## config.mk

```make
export PLATFORM = sky130hd
export DESIGN_NAME = expmul_job_sequencer_flat
export DESIGN_NICKNAME = d
export VERILOG_FILES = /design/src/rtl/expmul_job_sequencer_if.sv /design/src/rtl/expmul_job_sequencer.sv /design/src/flat_wrapper.sv
export SDC_FILE = /design/constraint.sdc
export NUM_CORES = 1
export LEC_CHECK = 0
export BUFFER_PORTS_ARGS = -buffer_cell sky130_fd_sc_hd__buf_2
export CORE_MARGIN = 4
export CORE_UTILIZATION = 43
export DETAILED_ROUTE_END_ITERATION = 12
export HOLD_SLACK_MARGIN = 0.12
export MAX_ROUTING_LAYER = met4
export PLACE_DENSITY_LB_ADDON = 0.2
export SKIP_CTS_REPAIR_TIMING = 1
export SYNTH_ARGS = -nofsm -noshare
export SYNTH_HDL_FRONTEND = slang
export SYNTH_SLANG_ARGS = --single-unit
```

## constraint.sdc

```tcl
create_clock -name S_AXI_ACLK -period 2 [get_ports S_AXI_ACLK]
set_clock_uncertainty 0.15 [all_clocks]
set_input_delay 0.3 -clock S_AXI_ACLK [delete_from_list [all_inputs] [get_ports S_AXI_ACLK]]
set_output_delay 0.3 -clock S_AXI_ACLK [all_outputs]
set_load 0.03 [all_outputs]
```

## src/rtl/expmul_job_sequencer_if.sv

```systemverilog
// AXI4-Lite bus between the job sequencer (master) and the exponent/multiplier slave.
interface expmul_job_sequencer_if;
  logic [31:0] M_AXI_AWADDR;
  logic        M_AXI_AWVALID;
  logic        M_AXI_AWREADY;
  logic [31:0] M_AXI_WDATA;
  logic [3:0]  M_AXI_WSTRB;
  logic        M_AXI_WVALID;
  logic        M_AXI_WREADY;
  logic [1:0]  M_AXI_BRESP;
  logic        M_AXI_BVALID;
  logic        M_AXI_BREADY;
  logic [31:0] M_AXI_ARADDR;
  logic        M_AXI_ARVALID;
  logic        M_AXI_ARREADY;
  logic [31:0] M_AXI_RDATA;
  logic [1:0]  M_AXI_RRESP;
  logic        M_AXI_RVALID;
  logic        M_AXI_RREADY;

  modport master (
    output M_AXI_AWADDR, M_AXI_AWVALID, input M_AXI_AWREADY,
    output M_AXI_WDATA, M_AXI_WSTRB, M_AXI_WVALID, input M_AXI_WREADY,
    input M_AXI_BRESP, M_AXI_BVALID, output M_AXI_BREADY,
    output M_AXI_ARADDR, M_AXI_ARVALID, input M_AXI_ARREADY,
    input M_AXI_RDATA, M_AXI_RRESP, M_AXI_RVALID, output M_AXI_RREADY
  );

  modport slave (
    input M_AXI_AWADDR, M_AXI_AWVALID, output M_AXI_AWREADY,
    input M_AXI_WDATA, M_AXI_WSTRB, M_AXI_WVALID, output M_AXI_WREADY,
    output M_AXI_BRESP, M_AXI_BVALID, input M_AXI_BREADY,
    input M_AXI_ARADDR, M_AXI_ARVALID, output M_AXI_ARREADY,
    output M_AXI_RDATA, M_AXI_RRESP, M_AXI_RVALID, input M_AXI_RREADY
  );
endinterface

```

## src/rtl/expmul_job_sequencer.sv

```systemverilog
// AXI4-Lite master running one multiply/exponent job: writes A, B, SELECT, START,
// polls DONE with a bounded retry count, reads P and returns it on a valid/ready port.
module expmul_job_sequencer #(
  parameter logic [31:0] BASE_ADDR  = 32'h7C80_0000,
  parameter int unsigned POLL_LIMIT = 64
) (
  input  logic        S_AXI_ACLK,
  input  logic        S_AXI_ARESETN,
  input  logic        job_valid,
  output logic        job_ready,
  input  logic [31:0] job_a,
  input  logic [31:0] job_b,
  input  logic        job_sel,
  output logic        res_valid,
  input  logic        res_ready,
  output logic [31:0] res_data,
  output logic        res_timeout,
  output logic        res_err,
  output logic        busy,
  expmul_job_sequencer_if.master m_axi
);

  localparam logic [31:0] OFF_A     = 32'h00;
  localparam logic [31:0] OFF_B     = 32'h04;
  localparam logic [31:0] OFF_SEL   = 32'h08;
  localparam logic [31:0] OFF_START = 32'h0C;
  localparam logic [31:0] OFF_P     = 32'h10;
  localparam logic [31:0] OFF_DONE  = 32'h14;
  localparam logic [7:0]  POLL_MAX  = 8'(POLL_LIMIT);

  typedef enum logic [2:0] {
    IDLE, WR_A, WR_B, WR_SEL, WR_START, RD_DONE, RD_P, RESP
  } state_t;

  state_t      state_q, state_d;
  logic [31:0] a_q, a_d, b_q, b_d;
  logic        sel_q, sel_d;
  logic        err_q, err_d;
  logic [7:0]  poll_q, poll_d;
  logic [31:0] res_data_q, res_data_d;
  logic        res_to_q, res_to_d;
  logic        awvalid_q, awvalid_d, aw_done_q, aw_done_d;
  logic        wvalid_q, wvalid_d, w_done_q, w_done_d;
  logic        bready_q, bready_d;
  logic        arvalid_q, arvalid_d;
  logic        rready_q, rready_d;
  logic        aw_hs, w_hs;

  always_ff @(posedge S_AXI_ACLK or negedge S_AXI_ARESETN) begin
    if (!S_AXI_ARESETN) begin
      state_q    <= IDLE;
      a_q        <= '0;
      b_q        <= '0;
      sel_q      <= 1'b0;
      err_q      <= 1'b0;
      poll_q     <= '0;
      res_data_q <= '0;
      res_to_q   <= 1'b0;
      awvalid_q  <= 1'b0;
      aw_done_q  <= 1'b0;
      wvalid_q   <= 1'b0;
      w_done_q   <= 1'b0;
      bready_q   <= 1'b0;
      arvalid_q  <= 1'b0;
      rready_q   <= 1'b0;
    end else begin
      state_q    <= state_d;
      a_q        <= a_d;
      b_q        <= b_d;
      sel_q      <= sel_d;
      err_q      <= err_d;
      poll_q     <= poll_d;
      res_data_q <= res_data_d;
      res_to_q   <= res_to_d;
      awvalid_q  <= awvalid_d;
      aw_done_q  <= aw_done_d;
      wvalid_q   <= wvalid_d;
      w_done_q   <= w_done_d;
      bready_q   <= bready_d;
      arvalid_q  <= arvalid_d;
      rready_q   <= rready_d;
    end
  end

  always_comb begin
    state_d    = state_q;
    a_d        = a_q;
    b_d        = b_q;
    sel_d      = sel_q;
    err_d      = err_q;
    poll_d     = poll_q;
    res_data_d = res_data_q;
    res_to_d   = res_to_q;
    awvalid_d  = awvalid_q;
    aw_done_d  = aw_done_q;
    wvalid_d   = wvalid_q;
    w_done_d   = w_done_q;
    bready_d   = bready_q;
    arvalid_d  = arvalid_q;
    rready_d   = rready_q;
    aw_hs      = awvalid_q && m_axi.M_AXI_AWREADY;
    w_hs       = wvalid_q && m_axi.M_AXI_WREADY;

    unique case (state_q)
      IDLE: begin
        if (job_valid) begin
          a_d        = job_a;
          b_d        = job_b;
          sel_d      = job_sel;
          err_d      = 1'b0;
          poll_d     = '0;
          res_data_d = '0;
          res_to_d   = 1'b0;
          awvalid_d  = 1'b1;
          wvalid_d   = 1'b1;
          aw_done_d  = 1'b0;
          w_done_d   = 1'b0;
          state_d    = WR_A;
        end
      end

      // Address and data channels complete independently; BREADY follows once both have.
      WR_A, WR_B, WR_SEL, WR_START: begin
        if (aw_hs) begin
          awvalid_d = 1'b0;
          aw_done_d = 1'b1;
        end
        if (w_hs) begin
          wvalid_d = 1'b0;
          w_done_d = 1'b1;
        end
        if (!bready_q && (aw_done_q || aw_hs) && (w_done_q || w_hs)) bready_d = 1'b1;
        if (bready_q && m_axi.M_AXI_BVALID) begin
          bready_d = 1'b0;
          err_d    = err_q | (m_axi.M_AXI_BRESP != 2'b00);
          if (state_q == WR_START) begin
            arvalid_d = 1'b1;
            state_d   = RD_DONE;
          end else begin
            awvalid_d = 1'b1;
            wvalid_d  = 1'b1;
            aw_done_d = 1'b0;
            w_done_d  = 1'b0;
            state_d   = (state_q == WR_A) ? WR_B : (state_q == WR_B) ? WR_SEL : WR_START;
          end
        end
      end

      RD_DONE, RD_P: begin
        if (arvalid_q && m_axi.M_AXI_ARREADY) begin
          arvalid_d = 1'b0;
          rready_d  = 1'b1;
        end
        if (rready_q && m_axi.M_AXI_RVALID) begin
          rready_d = 1'b0;
          err_d    = err_q | (m_axi.M_AXI_RRESP != 2'b00);
          if (state_q == RD_P) begin
            res_data_d = m_axi.M_AXI_RDATA;
            state_d    = RESP;
          end else if (m_axi.M_AXI_RDATA[0]) begin
            arvalid_d = 1'b1;
            state_d   = RD_P;
          end else begin
            poll_d = poll_q + 8'd1;
            if ((poll_q + 8'd1) == POLL_MAX) begin
              res_to_d   = 1'b1;
              res_data_d = '0;
              state_d    = RESP;
            end else begin
              arvalid_d = 1'b1;
            end
          end
        end
      end

      RESP: begin
        if (res_ready) state_d = IDLE;
      end
    endcase
  end

  // Address/data buses are decoded from the state so they stay stable for a whole transfer.
  always_comb begin
    m_axi.M_AXI_AWADDR = '0;
    m_axi.M_AXI_WDATA  = '0;
    m_axi.M_AXI_WSTRB  = '0;
    m_axi.M_AXI_ARADDR = '0;
    unique case (state_q)
      WR_A: begin
        m_axi.M_AXI_AWADDR = BASE_ADDR + OFF_A;
        m_axi.M_AXI_WDATA  = a_q;
        m_axi.M_AXI_WSTRB  = 4'hF;
      end
      WR_B: begin
        m_axi.M_AXI_AWADDR = BASE_ADDR + OFF_B;
        m_axi.M_AXI_WDATA  = b_q;
        m_axi.M_AXI_WSTRB  = 4'hF;
      end
      WR_SEL: begin
        m_axi.M_AXI_AWADDR = BASE_ADDR + OFF_SEL;
        m_axi.M_AXI_WDATA  = {31'b0, sel_q};
        m_axi.M_AXI_WSTRB  = 4'hF;
      end
      WR_START: begin
        m_axi.M_AXI_AWADDR = BASE_ADDR + OFF_START;
        m_axi.M_AXI_WDATA  = 32'd1;
        m_axi.M_AXI_WSTRB  = 4'hF;
      end
      RD_DONE: m_axi.M_AXI_ARADDR = BASE_ADDR + OFF_DONE;
      RD_P:    m_axi.M_AXI_ARADDR = BASE_ADDR + OFF_P;
      default: ;
    endcase
  end

  assign m_axi.M_AXI_AWVALID = awvalid_q;
  assign m_axi.M_AXI_WVALID  = wvalid_q;
  assign m_axi.M_AXI_BREADY  = bready_q;
  assign m_axi.M_AXI_ARVALID = arvalid_q;
  assign m_axi.M_AXI_RREADY  = rready_q;

  assign job_ready   = (state_q == IDLE);
  assign busy        = (state_q != IDLE);
  assign res_valid   = (state_q == RESP);
  assign res_data    = res_data_q;
  assign res_timeout = res_to_q;
  assign res_err     = err_q;

endmodule

```

## src/flat_wrapper.sv

```systemverilog
// flat-port wrapper written by rule: the top's interface ports become plain ports
module expmul_job_sequencer_flat 
#(
  parameter logic [31:0] BASE_ADDR  = 32'h7C80_0000,
  parameter int unsigned POLL_LIMIT = 64
)
  (S_AXI_ACLK, S_AXI_ARESETN, job_valid, job_ready, job_a, job_b, job_sel, res_valid, res_ready, res_data, res_timeout, res_err, busy, m_axi_M_AXI_AWADDR, m_axi_M_AXI_AWVALID, m_axi_M_AXI_AWREADY, m_axi_M_AXI_WDATA, m_axi_M_AXI_WSTRB, m_axi_M_AXI_WVALID, m_axi_M_AXI_WREADY, m_axi_M_AXI_BRESP, m_axi_M_AXI_BVALID, m_axi_M_AXI_BREADY, m_axi_M_AXI_ARADDR, m_axi_M_AXI_ARVALID, m_axi_M_AXI_ARREADY, m_axi_M_AXI_RDATA, m_axi_M_AXI_RRESP, m_axi_M_AXI_RVALID, m_axi_M_AXI_RREADY);
  expmul_job_sequencer_if m_axi_i ();
  input  logic S_AXI_ACLK;
  input  logic S_AXI_ARESETN;
  input  logic job_valid;
  output logic job_ready;
  input  logic [31:0] job_a;
  input  logic [31:0] job_b;
  input  logic job_sel;
  output logic res_valid;
  input  logic res_ready;
  output logic [31:0] res_data;
  output logic res_timeout;
  output logic res_err;
  output logic busy;
  output wire logic [$bits(m_axi_i.M_AXI_AWADDR)-1:0] m_axi_M_AXI_AWADDR;
  output wire logic [$bits(m_axi_i.M_AXI_AWVALID)-1:0] m_axi_M_AXI_AWVALID;
  input wire logic [$bits(m_axi_i.M_AXI_AWREADY)-1:0] m_axi_M_AXI_AWREADY;
  output wire logic [$bits(m_axi_i.M_AXI_WDATA)-1:0] m_axi_M_AXI_WDATA;
  output wire logic [$bits(m_axi_i.M_AXI_WSTRB)-1:0] m_axi_M_AXI_WSTRB;
  output wire logic [$bits(m_axi_i.M_AXI_WVALID)-1:0] m_axi_M_AXI_WVALID;
  input wire logic [$bits(m_axi_i.M_AXI_WREADY)-1:0] m_axi_M_AXI_WREADY;
  input wire logic [$bits(m_axi_i.M_AXI_BRESP)-1:0] m_axi_M_AXI_BRESP;
  input wire logic [$bits(m_axi_i.M_AXI_BVALID)-1:0] m_axi_M_AXI_BVALID;
  output wire logic [$bits(m_axi_i.M_AXI_BREADY)-1:0] m_axi_M_AXI_BREADY;
  output wire logic [$bits(m_axi_i.M_AXI_ARADDR)-1:0] m_axi_M_AXI_ARADDR;
  output wire logic [$bits(m_axi_i.M_AXI_ARVALID)-1:0] m_axi_M_AXI_ARVALID;
  input wire logic [$bits(m_axi_i.M_AXI_ARREADY)-1:0] m_axi_M_AXI_ARREADY;
  input wire logic [$bits(m_axi_i.M_AXI_RDATA)-1:0] m_axi_M_AXI_RDATA;
  input wire logic [$bits(m_axi_i.M_AXI_RRESP)-1:0] m_axi_M_AXI_RRESP;
  input wire logic [$bits(m_axi_i.M_AXI_RVALID)-1:0] m_axi_M_AXI_RVALID;
  output wire logic [$bits(m_axi_i.M_AXI_RREADY)-1:0] m_axi_M_AXI_RREADY;
  assign m_axi_M_AXI_AWADDR = m_axi_i.M_AXI_AWADDR;
  assign m_axi_M_AXI_AWVALID = m_axi_i.M_AXI_AWVALID;
  assign m_axi_i.M_AXI_AWREADY = m_axi_M_AXI_AWREADY;
  assign m_axi_M_AXI_WDATA = m_axi_i.M_AXI_WDATA;
  assign m_axi_M_AXI_WSTRB = m_axi_i.M_AXI_WSTRB;
  assign m_axi_M_AXI_WVALID = m_axi_i.M_AXI_WVALID;
  assign m_axi_i.M_AXI_WREADY = m_axi_M_AXI_WREADY;
  assign m_axi_i.M_AXI_BRESP = m_axi_M_AXI_BRESP;
  assign m_axi_i.M_AXI_BVALID = m_axi_M_AXI_BVALID;
  assign m_axi_M_AXI_BREADY = m_axi_i.M_AXI_BREADY;
  assign m_axi_M_AXI_ARADDR = m_axi_i.M_AXI_ARADDR;
  assign m_axi_M_AXI_ARVALID = m_axi_i.M_AXI_ARVALID;
  assign m_axi_i.M_AXI_ARREADY = m_axi_M_AXI_ARREADY;
  assign m_axi_i.M_AXI_RDATA = m_axi_M_AXI_RDATA;
  assign m_axi_i.M_AXI_RRESP = m_axi_M_AXI_RRESP;
  assign m_axi_i.M_AXI_RVALID = m_axi_M_AXI_RVALID;
  assign m_axi_M_AXI_RREADY = m_axi_i.M_AXI_RREADY;
  expmul_job_sequencer #(.BASE_ADDR(BASE_ADDR), .POLL_LIMIT(POLL_LIMIT)) u_core (.S_AXI_ACLK(S_AXI_ACLK), .S_AXI_ARESETN(S_AXI_ARESETN), .job_valid(job_valid), .job_ready(job_ready), .job_a(job_a), .job_b(job_b), .job_sel(job_sel), .res_valid(res_valid), .res_ready(res_ready), .res_data(res_data), .res_timeout(res_timeout), .res_err(res_err), .busy(busy), .m_axi(m_axi_i));
endmodule
```

# Yosys cells after proc, flatten, opt, wreduce, memory -nomap -nowiden
# Index checks and enable logic that the tools add are counted.
# Widths: inputs -> output; s select.
# classes
n_addsub,1
eq_ne,19
n_mux,64
n_bitwise,2
reduce_logical,32
# ops
operator,n
$mux 32,5
$pmux 32 s4,1
$pmux 31 s4,1
$pmux 32 s2,1
$pmux 31 s2,1
$mux 8,4
$mux 1,31
$mux 3,10
$pmux 8 s2,1
$reduce_and 5->1,3
$reduce_bool 2->1,7
$eq 3x3->1 const B,4
$pmux 1 s2,6
$pmux 3 s4,1
$ne 2x1->1 const B,5
$add 8x1->8 const B,1
$eq 8x7->1 const B,1
$reduce_and 2->1,4
$logic_and 1x1->1,7
$eq 3x2->1 const B,2
$ne 2x2->1 const B,3
$reduce_and 6->1,1
$reduce_bool 3->1,2
$mux 4,1
13 further kinds,15
# word_totals
reg_bits,117
inputBits,110
output_inout_bits,142
word_cells,133

# Longest topological paths before layout
# Gate-level depths: netlist of run 1.
# depth
depth_word,7
mapped_depth,7

# Worst setup path before layout of run 1
# No wires, ideal clock.
# synth_timing
path_type,register to output
from,reg u_core.state_q[2]
to,out m_axi_M_AXI_WSTRB[1]
arrival_ns,1.860
setup_slack_ns,-0.310
path_stages_with_launch,6
n_path_buf,4
cell_sequence,dfrtp_1 > buf_2 > clkbuf_1 > buf_2 > xnor2_1 > buf_4
# synth_via
elab_chain_len,3
word_cells_on_any_way,6
classes_between,eq/ne (4); mux (1); reduce/logical (1)
# synth_rtl
item,line_no,source
from (decl),expmul_job_sequencer.sv:35,"state_t state_q, state_d;"
from (signal assigned),expmul_job_sequencer.sv:67,state_q <= state_d;
$eq 3x2->1 (tied with other cells),expmul_job_sequencer.sv:188,unique case (state_q)
$reduce_or 4->1 (no line) (*),n/a,
$mux 4 (*),expmul_job_sequencer.sv:188,
to (decl),flat_wrapper.sv:26,output wire logic [$bits(m_axi_i.M_AXI_WSTRB)-1:0] m_axi_M_AXI_WSTRB;
# Mark *: on every way between the ends. The rest lies on a longest branch, timed or not.

# Final worst setup path of run 1
# layout_timing
from,reg u_core.state_q[1]
to,out m_axi_M_AXI_WDATA[19]
# layout_via
elab_chain_len,2
word_cells_on_any_way,5
classes_between,eq/ne (4); mux (1)
# layout_rtl
item,line_no,source
$eq 3x3->1 (tied with other cells),expmul_job_sequencer.sv:188,
$pmux 32 s4 (*),expmul_job_sequencer.sv:188,
to (decl),flat_wrapper.sv:25,output wire logic [$bits(m_axi_i.M_AXI_WDATA)-1:0] m_axi_M_AXI_WDATA;
# Marked as above.

==> results by stage, run 1 <==
Run status:
- The flow ran to the end, but the final reports show violations.
- The checks that failed: setup timing.

Min path:
- Along the worst hold path, the cell count comes to 4.
- The worst hold endpoint is u_core.res_data[0]$_DFFE_PN0P_.
- The critical hold path startpoint is m_axi_M_AXI_RVALID.
- The path class of the tightest hold or removal check is in2reg.

Setup path:
- STA classifies the critical path endpoint as an output pin.
- The worst-path maximum fanout is 7.
- In this run the critical register-to-register path is captured at u_core.res_data[17]$_DFFE_PN0P_.
- For flop-to-flop paths, the worst setup slack is -0.19 ns.
- The worst endpoint required time is 1.55 ns.
- The worst path arrival time is 1.83 ns.
- The number of cells on the worst reg-to-reg path is 6.
- The type of origin of the critical path is a register.
- The critical path is of the reg2out type.
- In this run the critical register-to-register path is launched from u_core.poll_q[1]$_DFFE_PN0P_.

Timing:
- The final critical path takes up 113.8% of the cycle.
- The setup TNS is -13.76 ns.
- Setup violations remaining at the end of the flow were counted as 85.
- The number of max-slew violations in the final report is 0.
- The final critical-path setup slack is -0.2757 ns.
- The clock period minus worst slack is around 2.3 ns.
- For this run, the top clock speed supported by timing is 0.4394 GHz.
- Setup repair after global routing could not meet its margin everywhere.
- The number of hold violations in the final report is 0.

Floorplan:
- The die is roughly 120 um wide.
- In this run the core area contains 42 standard-cell rows.
- The number of ports placed on the die boundary is roughly 250.
- Once the floorplan was initialized, standard cells occupied 43.77% of the core.
- The floorplan step defined a core boundary enclosing 0.01324 sq mm.
- The floorplan step defined a die boundary enclosing about 0.015 sq mm.
- The chip height is ~120 um.

Detailed routing:
- The detailed-routing iteration count for the pre-antenna-repair pass is 5.
- The wire length per cell is ~16 um.
- The total number of vias is roughly 6000.
- The aggregate routed wire length is between 15 and 20 mm.
- The number of vias per cell is just over 5.
- The DRC violation total after the first TritonRoute iteration is around 320.
- For this run, design rule violations remaining after detail routing come to 0.
- The number of nets with antenna violations after routing is 0.

Synth:
- By area the synthesized netlist is led by sky130_fd_sc_hd__dfrtp_1, sky130_fd_sc_hd__nand2_1, sky130_fd_sc_hd__buf_4, sky130_fd_sc_hd__a22o_1, sky130_fd_sc_hd__o21ai_0.
- The average instance in the mapped netlist occupies 8.626 sq um.
- The synthesized cell area is roughly 0.0058 sq mm.
- The number of unique standard cell types used by synthesis is between 40 and 50.
- The most used flip-flop cell after synthesis is sky130_fd_sc_hd__dfrtp_1.
- The area fraction of the dominant cell type after synthesis is approximately half.
- In the synthesized netlist, the number of instances is roughly 670.
- Summed over all instances, the cell type with the most area after synthesis is sky130_fd_sc_hd__dfrtp_1.
- The count of synthesis-stage warnings from yosys is 0.
- Counting flops with an async set or reset pin after synthesis yields a share of 100.0%.
- The synthesized design contains 0 enable-type register cells.
- The synthesis-stage register bit count is about 120.
- Sequential cells were found to cover 50.51% of the synthesized design area.

Placement:
- The instance area at placement is roughly 0.007 sq mm.
- The number of cells in the design after placement is 1029.
- The placed wire-length estimate after detailed placement is approximately 11 mm.
- The count of input and output buffers is 203.
- The routability congestion estimate is ~0.80.

Cells and area:
- The most common cell after layout, fill and taps aside is sky130_fd_sc_hd__nand2_1.
- The number of diodes added for antenna fixing is 0.
- The final layout net count is between 1000 and 1500.
- The filler-free cell count of the finished design is approximately 1200.
- The post-route netlist has about 34% of its cells at a drive strength greater than 1.
- With fillers left out, the area of the finished cells amounts to 0.009473 sq mm.
- The library cells used most frequently in the layout, excluding fill and tap cells, are sky130_fd_sc_hd__nand2_1, sky130_fd_sc_hd__buf_2, sky130_fd_sc_hd__dfrtp_1, sky130_fd_sc_hd__dlygate4sd3_1, sky130_fd_sc_hd__buf_6.
- The share of the core filled with cells is between 70% and 80%.
- The synthesis-to-layout area growth is 63.41%.
- Fill cells in the final layout number between 900 and 1000.

Clock network:
- The clock latency reported for the late side of the worst-skew pair is ~0.42 ns.
- The total CTS buffers is 17.
- The longest clock path from root to sink contains 2 buffers.
- The level count of the clock H-tree is 4.
- The clock root buffer master is sky130_fd_sc_hd__clkbuf_16.
- The number of clock sinks is 117.
- The clock slew seen by the registers of the worst setup and hold paths is approximately 0.050 ns.
- The TritonCTS clock tree is done.

Flow run:
- Max-cap violations in this run came to 0.

Power:
- The total power divided by cell area is roughly 1700 mW/mm^2.
- The cell leakage power is approximately 4.8 nW.
- VDD sags by at most ~0.00088 V.

GRT:
- The initial antenna violation count came to 0.
- The largest net degree at the start of global routing is 65.
- The first global-routing pass estimated approximately 23 mm of wire.
- The aggregate global-route resource usage is between 10% and 20%.
- The remaining global-route overflow is 0.
- The via count of the first global-routing pass is 4841.
## flip-flops by register name (all words and copies together) (netlist names)
name	count
u_core.m_axi.M_AXI_AWVALID	1
u_core.sel_q	1
u_core.aw_done_q	1
u_core.m_axi.M_AXI_RREADY	1
u_core.res_timeout	1
u_core.m_axi.M_AXI_WVALID	1
u_core.res_err	1
u_core.a_q	32
u_core.state_q	3
u_core.res_data	32
u_core.b_q	32
u_core.m_axi.M_AXI_BREADY	1
u_core.poll_q	8
u_core.m_axi.M_AXI_ARVALID	1
u_core.w_done_q	1
## logic make-up after synthesis
group	count (synthesis)	synth area share (%)
adders and majority gates	1	0.2158
DFF	117	50.51
buffers and inverters	105	11.18
and+or+nand+nor	322	22.69
muxes	5	0.8850
AOI/OAI and AO/OA	116	13.58
other	1	0.06469
xor gates and xnor gates	5	0.8851
## layer usage
layer	up-vias	wire length [um]	GRT usage [%]
met5	-	0	-
met4	0	250	5.476
met3	26	1600	6.812
met2	272	10060	28.99
met1	2933	7667	26.53
li1	2783	-	-
## critical path, cell delays in order (launching register included)
cell                       delay, ns
sky130_fd_sc_hd__dfrtp_2        0.47
sky130_fd_sc_hd__nand2b_4       0.18
sky130_fd_sc_hd__nor2_4         0.13
sky130_fd_sc_hd__buf_12         0.14
sky130_fd_sc_hd__buf_6          0.15
sky130_fd_sc_hd__a22o_1         0.19
sky130_fd_sc_hd__buf_6          0.15
## cell usage after synthesis, drive strengths merged, types with 3 or more instances
cell type / number
buf: 78
nor2b: 3
o31ai: 5
or2: 4
dfrtp: 117
a21o: 3
mux2i: 4
a31oi: 5
o21ai: 44
a211oi: 3
a21oi: 11
nand3: 10
clkbuf: 21
inv: 6
nand2: 270
a22o: 36
nand2b: 5
nor3: 5
xnor2: 4
nor2: 11
## final cells by class
type	instances	area [sq um]	area share (%)
timing repair buffer	364	3052	32.22
timing repair inverter	1	7.507	0.07925
multi-input combinational	498	2661	28.09
inverter	6	25.02	0.2642
sequential	117	2932	30.95
clock buffer	19	442.9	4.676
tap	176	220.2	2.325
clock inverter	13	132.6	1.400
## power by group
group / switching, mW / internal [mW]
combinational: 5.10 / 3.53
clock: 1.10 / 1.85
sequential: 0.669 / 3.43
## metrics by stage
step / setup slack (ns) / power (mW) / hold WS [ns]
CTS: -0.4039 / 13.51 / -0.3175
global placement: 0.05185 / 10.36 / 0.1295
detailed placement: -0.05489 / 10.51 / 0.1309
finish: -0.2757 / 15.68 / 0.1742
floorplan: -0.07783 / 8.777 / -0.1456
global route: -0.3296 / 16.53 / 0.2068
## worst max-delay path by stage
stage / slack (ns) / to / start / cells after the start
final: -0.28 / m_axi_M_AXI_WDATA[19] / u_core.state_q[1]$_DFFE_PN0P_ / 6
after global placement: 0.05 / u_core.res_data[21]$_DFFE_PN0P_ / u_core.poll_q[0]$_DFFE_PN0P_ / 6
after floorplan: -0.08 / m_axi_M_AXI_AWADDR[3] / u_core.state_q[2]$_DFFE_PN0P_ / 4
after CTS: -0.40 / m_axi_M_AXI_WDATA[20] / u_core.state_q[0]$_DFFE_PN0P_ / 5
after global routing: -0.33 / m_axi_M_AXI_WDATA[19] / u_core.state_q[1]$_DFFE_PN0P_ / 6
after detailed placement: -0.05 / u_core.res_data[21]$_DFFE_PN0P_ / u_core.poll_q[0]$_DFFE_PN0P_ / 6
Note: power is estimated with default switching activity, not from simulation.
==> inputs of run 2 (changes only) <==
--- a/config.mk
+++ b/config.mk
@@ -7,7 +7,7 @@
 export LEC_CHECK = 0
 export BUFFER_PORTS_ARGS = -buffer_cell sky130_fd_sc_hd__buf_2
 export CORE_MARGIN = 4
-export CORE_UTILIZATION = 43
+export CORE_UTILIZATION = 48
 export DETAILED_ROUTE_END_ITERATION = 12
 export HOLD_SLACK_MARGIN = 0.12
 export MAX_ROUTING_LAYER = met4
==> constraint.sdc (replaced) <==
create_clock -name S_AXI_ACLK -period 2.25 [get_ports S_AXI_ACLK]
set_clock_uncertainty 0.15 [all_clocks]
set_input_delay 0.3375 -clock S_AXI_ACLK [delete_from_list [all_inputs] [get_ports S_AXI_ACLK]]
set_output_delay 0.3375 -clock S_AXI_ACLK [all_outputs]
set_load 0.03 [all_outputs]
==> results by stage, run 2 (synthesis results as in run 1) <==
Placement:
- Once detailed placement completed, the half-perimeter wirelength came to roughly 10 mm.
- Routability-driven placement finished with a final weighted congestion of 0.8976.
- The count of input and output buffers is 203.
- The number of placed instances, taps included, is ~980.
- The minimum setup slack after placement is roughly 0.14 ns.

Timing:
- The maximum clock frequency is approximately 0.43 GHz.
- The worst slew margin relative to its limit is around 56%.
- The number of hold violations in the final report is 0.
- Setup repair after global routing could not meet its margin everywhere.
- The number of max-slew violations in the final report is 0.
- For the finished layout, the period the worst path requires is about 2.3 ns.
- The slew at the pin closest to its max-slew limit is 0.6601 ns.
- The final critical-path share of the clock period is 103.6%.
- Setup violations remaining at the end of the flow were counted as 30.
- Across all setup checks in the final design, the least slack found is -0.08118 ns.

Cells and area:
- The filler-free cell count of the finished design is around 1100.
- The most common cell after layout, fill and taps aside is sky130_fd_sc_hd__nand2_1.
- The synthesis-to-layout area growth is 54.87%.
- The final layout net count is between 1000 and 1500.
- The filler cells instantiated in the layout total around 700.
- The fraction of final layout cells with drive strength greater than 1 is roughly 30%.
- In the layout the commonest cells are sky130_fd_sc_hd__nand2_1, sky130_fd_sc_hd__buf_2, sky130_fd_sc_hd__dfrtp_1, sky130_fd_sc_hd__dlygate4sd3_1, sky130_fd_sc_hd__conb_1.

Clock network:
- The total CTS buffers is 17.
- The clock latency reported for the late side of the worst-skew pair is around 0.41 ns.
- The TritonCTS clock tree is done.
- The H-tree was split into 4 levels.
- No sink is reached through more buffers than the 2 on the longest clock path.
- The number of clock sinks is between 100 and 150.
- After clock tree synthesis, the clock-pin slew on the worst setup and hold paths is roughly 0.050 ns.
- In this run the clock root is driven by a sky130_fd_sc_hd__clkbuf_16.

Floorplan:
- The die covers around 0.014 sq mm.
- The chip width is around 120 um.
- The placeable core area is approximately 0.012 sq mm.
- The initial utilization of the core area, before any placement, comes to 49.91%.
- In this run the count of I/O pins placed on the die edge is 252.
- The die is between 100 and 150 um tall.
- In this run the core area contains 39 standard-cell rows.

Detailed routing:
- For this run, design rule violations remaining after detail routing come to 0.
- The number of nets with antenna violations after routing is 0.
- The number of vias per cell is between 5 and 6.
- The total number of vias is just under 6000.
- For this block, the initial DRC count from the detailed router was 448.
- Before antenna repair, the detailed router went through 6 iterations.
- The final layout contains routed wiring with a total length of 19.40 mm.
- In the final routed layout, each cell accounts on average for 17.03 um.

Setup path:
- The startpoint identified for the worst register-to-register timing path is u_core.state_q[0]$_DFFE_PN0P_.
- STA puts the critical path data required time at roughly 1.8 ns.
- STA classifies the critical path endpoint as an output pin.
- STA puts the critical path data arrival time at around 1.8 ns.
- The critical-path cell with the highest stage delay is sky130_fd_sc_hd__dfrtp_2.
- The critical path starts at u_core.state_q[1]$_DFFE_PN0P_.
- The largest single stage delay on the critical path is about 0.43 ns.
- Traced cell by cell, the critical path runs through buf_4 > nand2b_4 > nor2_4 > clkbuf_16 > a22o_1 > buf_6.
- The type of the worst setup path is reg2out.
- The slack of the worst reg-to-reg path is about 0.040 ns.
- STA classifies the critical path startpoint as a register.
- Of all nets on the critical path, the largest fanout is 8.

GRT:
- Entering global routing, the biggest net connects roughly 120 pins.
- The remaining global-route overflow is 0.
- The aggregate global-route resource usage is roughly 22%.
- The via count of the first global-routing pass is 5082.
- The initial antenna violation count is 1.
- The wire length of the first global-routing pass is 24.54 mm.

Run status:
- The final reports fail on setup timing.
- The flow ran to the end, but the final reports show violations.

Power:
- The cell leakage power is between 4 and 5 nW.
- IR analysis of the VDD net gives a maximum drop of 0.0009674 V.
- The total power divided by cell area is around 1500 mW/mm^2.

Min path:
- The tightest min-delay check is of the in2reg type.
- The startpoint identified for the worst hold timing path is m_axi_M_AXI_WREADY.

Flow run:
- The tool flagged a number of max-cap violations equal to 0.
run 2: cell count changes in the layout (fill, tap and decap cells not counted), sizes merged:
cell / previous run / this run
inv: 7 / 6
xnor2: 5 / 4
diode: 0 / 1
dlygate4sd3: 104 / 101
clkbuf: 29 / 27
buf: 250 / 236
clkinvlp: 5 / 1
bufinv: 2 / 4
run 2: worst paths after layout:
| path | end | cells after the start |
|---|---|---|
| worst max-delay path | m_axi_M_AXI_WDATA[23] | 6 |
| worst min-delay path | u_core.m_axi.M_AXI_WVALID$_DFFE_PN0P_ | 3 |
| worst max register to register | u_core.m_axi.M_AXI_RREADY$_DFFE_PN0P_ | 7 |
| worst min register to register | u_core.a_q[29]$_DFFE_PN0P_ | 2 |
| max in group asynchronous | u_core.state_q[0]$_DFFE_PN0P_ | 3 |
| min in group asynchronous | u_core.m_axi.M_AXI_RREADY$_DFFE_PN0P_ | 3 |
run 2: through the flow:
stage	utilization (%)	power (mW)	TNS, ns	cell area (sq um)	hold WS (ns)
after floorplan	-	7.800	0	5981	-0.1081
after global placement	58.46	9.074	0	6789	0.3074
after detailed placement	58.46	9.204	0	6789	0.3126
after CTS	63.92	12.13	-8.040	7423	-0.1094
after global routing	77.30	14.16	-3.479	8977	0.1441
final	77.30	13.44	-1.248	8977	0.1144
run 2: cell type report:
class	count	area [sq um]	share of cell area (%)
antenna	1	2.502	0.02787
clock buffer	22	484.2	5.394
clock inverter	10	150.1	1.672
inverter	6	25.02	0.2787
multi-input combinational	497	2501	27.86
sequential	117	2932	32.66
tap	143	178.9	1.993
timing repair buffer	342	2696	30.03
timing repair inverter	1	7.507	0.08362
run 2: critical path: cells and delay by family, from the launching register on:
kind / cells / cell delay [ns]
buf+inv: 3 / 0.51
flops: 1 / 0.43
simple gates: 2 / 0.32
compound gates: 1 / 0.17
run 2: where the power goes:
| part | leakage (nW) | switching, mW | internal [mW] |
|---|---|---|---|
| logic | 2.85 | 4.32 | 2.58 |
| registers | 1.49 | 0.598 | 3.05 |
| clock network | 0.319 | 0.932 | 1.96 |
| total | 4.66 | 5.85 | 7.59 |
run 2: routing by layer:
| metal | up-vias | routed length, um | global-route usage [%] |
|---|---|---|---|
| li1 | 2741 | - | - |
| met1 | 2873 | 7469 | 26.63 |
| met2 | 281 | 9980 | 34.64 |
| met3 | 41 | 1514 | 6.968 |
| met4 | 0 | 431 | 8.791 |
| met5 | - | 0 | - |
